`config.mk`:
```
export PLATFORM = sky130hd
export DESIGN_NAME = money_store
export DESIGN_NICKNAME = d
export VERILOG_FILES = /design/src/rtl/money_store.sv
export SDC_FILE = /design/constraint.sdc
export NUM_CORES = 1
export LEC_CHECK = 0
export CORE_AREA = 2 2 39 41
export CTS_CLUSTER_DIAMETER = 120
export DETAILED_ROUTE_END_ITERATION = 8
export DIE_AREA = 0 0 41 43
export PLACE_DENSITY = 0.87
export SETUP_SLACK_MARGIN = 0.2
export SYNTH_ARGS = -nofsm -noshare
export SYNTH_HDL_FRONTEND = slang
export SYNTH_SLANG_ARGS = --single-unit
export TNS_END_PERCENT = 5
```
`constraint.sdc`:
```
create_clock -name clock -period 1.55 [get_ports clock]
set_input_delay 0.3875 -clock clock [delete_from_list [all_inputs] [get_ports clock]]
set_output_delay 0.3875 -clock clock [all_outputs]
set_load 0.05 [all_outputs]
```
`src/rtl/money_store.sv`:
```
// Two-account balance store (customer wallet, machine cash box) with registered read port.
// Optional MONEY_STORE_BYPASS_EN: same-account read+write returns wr_value (write-first).
module money_store #(
    parameter int unsigned WIDTH     = 4,
    parameter int unsigned CUST_INIT = 0,
    parameter int unsigned MACH_INIT = 0
) (
    input  logic             clock,
    input  logic             reset_n,
    input  logic             rd_en,
    input  logic             rd_mode,
    output logic [WIDTH-1:0] rd_value,
    output logic             rd_valid,
    input  logic             wr_en,
    input  logic             wr_mode,
    input  logic [WIDTH-1:0] wr_value,
    output logic [WIDTH-1:0] cust_balance,
    output logic [WIDTH-1:0] mach_balance
);

    localparam logic [WIDTH-1:0] CustRst = WIDTH'(CUST_INIT);
    localparam logic [WIDTH-1:0] MachRst = WIDTH'(MACH_INIT);

    logic [WIDTH-1:0] cust_q, cust_d;
    logic [WIDTH-1:0] mach_q, mach_d;
    logic [WIDTH-1:0] rd_value_q, rd_value_d;
    logic             rd_valid_q, rd_valid_d;
    logic [WIDTH-1:0] rd_sel;

    always_comb begin
        cust_d     = cust_q;
        mach_d     = mach_q;
        rd_value_d = rd_value_q;
        rd_valid_d = 1'b0;
        rd_sel     = rd_mode ? cust_q : mach_q;

        if (wr_en) begin
            if (wr_mode) begin
                cust_d = wr_value;
            end else begin
                mach_d = wr_value;
            end
        end

`ifdef MONEY_STORE_BYPASS_EN
        // Forward the incoming write so the caller sees its update in one cycle.
        if (wr_en && (wr_mode == rd_mode)) begin
            rd_sel = wr_value;
        end
`endif

        // rd_sel is only consumed under rd_en, so an X rd_mode while idle is harmless.
        if (rd_en) begin
            rd_value_d = rd_sel;
            rd_valid_d = 1'b1;
        end
    end

    always_ff @(posedge clock or negedge reset_n) begin
        if (!reset_n) begin
            cust_q     <= CustRst;
            mach_q     <= MachRst;
            rd_value_q <= '0;
            rd_valid_q <= 1'b0;
        end else begin
            cust_q     <= cust_d;
            mach_q     <= mach_d;
            rd_value_q <= rd_value_d;
            rd_valid_q <= rd_valid_d;
        end
    end

    assign rd_value     = rd_value_q;
    assign rd_valid     = rd_valid_q;
    assign cust_balance = cust_q;
    assign mach_balance = mach_q;

endmodule

```
==> qor.yml <==
cts:
  postCtsHoldBufs: 0
  cts.clk_slew.worst_paths_ns: 0.08
  root_buffer: "clkbuf_4"
  cts_tree: "done"
  clock_latency_ns: 0.27
  h-tree-depth: 1
  clockBufferDepth: 2
  cts_buffers: 3
  post_cts_buffers: 0
  post_cts_resized: 0
  cts_sinks: 13
cells_and_area:
  fin_util_pct: 67.18
  fin_cells: 78
  layout-drive-gt1-share_pct: 43.55
  fin_area_um2: 929.6
  fin_nets: 73
  areaGrowthSynthToFinish_pct: 74.00
  n_antenna_cell: 0
timing:
  timing.hold.ws_ns: 0.4128
  tns_ns: 0
  worst_pin_slew_ns: 0.2902
  fin_worst_skew_ns: 0.005287
  period_share_pct: 83.38
  relSlewSlack_pct: 80.59
  setup_viol: 0
  slew_viol_final: 0
  fin_ws_ns: 0.2576
  hold_violations: 0
  timing.final.crit_period_ns: 1.292
  rsz0062_at_grt: "false"
  fmax_ghz: 0.7738
outcome:
  status: "completed"
power_and_ir_drop:
  finalPower_mw: 1.156
  cellPowerDensity_mw_per_mm2: 1244
  sequentialPowerShare_pct: 39.3
  swShare_pct: 35.33
  power.switching_mw: 0.4084
  intPower_mw: 0.7477
  leakage_nw: 0.4254
  clkPwrFrac_pct: 17.6
  ir_worst_vdd_uv: 628.6
  p_comb_share_pct: 43.1
global_routing:
  grt_pass1_vias: 396
  track_usage_pct: 16.34
  busiest_layer: "met2"
  grt_max_degree: 14
  grt_pass1_wl_um: 1849
  gr-total-overflow: 0
  use_met2_pct: 22.81
  use_met1_pct: 21.18
  antenna_found_initial: 0
  met3_usage_pct: 3.665
placement:
  preCtsSetupSlack_ns: -0.02980
  globalplace.congestion: 0.6429
  hpwl_um: 840.6
  place_area_um2: 903.4
  io_buffers: 22
  post-place-cells: 74
worst_setup_path:
  crit_type: "primary input to flop"
  rrSetupSlack_ns: 0.72
  start_kind: "primary input"
  crit_required_ns: 1.70
  critical_path.max_fanout: 4
  end_kind: "flop"
  arrival_ns: 1.45
route:
  ant_nets: 0
  viasPerCell: 4.936
  vias: 385
  wl_per_cell_um: 13.81
  dr.first_iter.drc_count: 5
  first_pass_iters: 4
  wl_um: 1077
  route.detailed.drc: 0
floorplanning:
  core_area_mm2: 0.001384
  ios: 23
  start_util_pct: 38.61
  die_area_mm2: 0.001763
  die_y_um: 43
  die_width_um: 41
  rows: 14
synth:
  synth_area_per_cell_um2: 14.44
  syn_inst: 37
  ys_types: 10
  synth-seq-cells: 13
  ys_warn_count: 0
  seq_area_frac_synth_pct: 60.89
  synth_nets: 47
  synth_area_um2: 534.3
hold_path:
  hold_path.class: "primary input to asynchronous set/reset pin"
job:
  drv_cap: 0
## worst paths after layout
kind                                 startpoint         endpoint  cells after the start
worst max-delay path                      wr_en  mach_balance[0]                      3
worst min-delay path                    reset_n  cust_balance[1]                      2
worst max register to register  mach_balance[0]  mach_balance[0]                      1
worst min register to register      rd_value[0]      rd_value[0]                      2
max in group asynchronous               reset_n  mach_balance[1]                      2
min in group clock                  rd_value[0]      rd_value[0]                      2
## layer usage
| layer | vias up | part of all wire, % |
|---|---|---|
| li1 | 177 | - |
| met1 | 185 | 38 |
| met2 | 21 | 53 |
| met3 | 2 | 8.3 |
| met4 | 0 | 0.74 |
| met5 | - | 0 |
## cells in the final DEF (no fill, tap or decap), drive strengths merged
cell type	instances
clkdlybuf4s50	9
mux2	8
mux2i	4
a21oi	4
nor2	4
nor2b	1
dfrtp	13
nand2	1
buf	14
clkbuf	4
## sequential cells by signal, indices dropped and copies added (netlist names)
signal	count
cust_balance	4
rd_value	4
rd_valid	1
mach_balance	4
## cells by family (layout without fill, tap and decap cells)
| kind of cell | Yosys count | in the layout | synth area share [%] |
|---|---|---|---|
| flip-flops | 13 | 13 | 60.89 |
| multiplexers | 12 | 12 | 27.17 |
| buffers and inverters | 2 | 27 | 1.638 |
| AO/OA/AOI/OAI | 4 | 4 | 3.747 |
| AND/OR/NAND/NOR | 6 | 6 | 6.557 |
## worst max-delay path, cell delays in order
cell and delay [ns]:
clkdlybuf4s50_1 0.50, nor2b_4 0.20, mux2_2 0.35
## power groups by stage
stage	clock network [mW]	logic (mW)	registers [mW]
floorplan	0	0.0750	0.602
global placement	0	0.495	0.457
detailed placement	0	0.502	0.461
CTS	0.209	0.503	0.454
global route	0.224	0.524	0.461
finish	0.203	0.499	0.454
## cell type report
class / count / area (um2)
multi-input cells: 22 / 200.2
repair buffers: 23 / 357.8
clock buffers: 4 / 26.28
flip-flops and latches: 13 / 325.3
fillers: 92 / 454.2
well taps: 16 / 20.02
## Yosys cell counts, drive strengths merged
cell type	instances	area share [%]
mux2	8	20
nand2	1	1.2
nor2b	1	2.6
mux2i	4	7.5
a21oi	4	3.7
buf	1	0.70
dfrtp	13	61
nor2	4	2.8
clkbuf	1	0.94
Power figures use the tool's default switching activity.
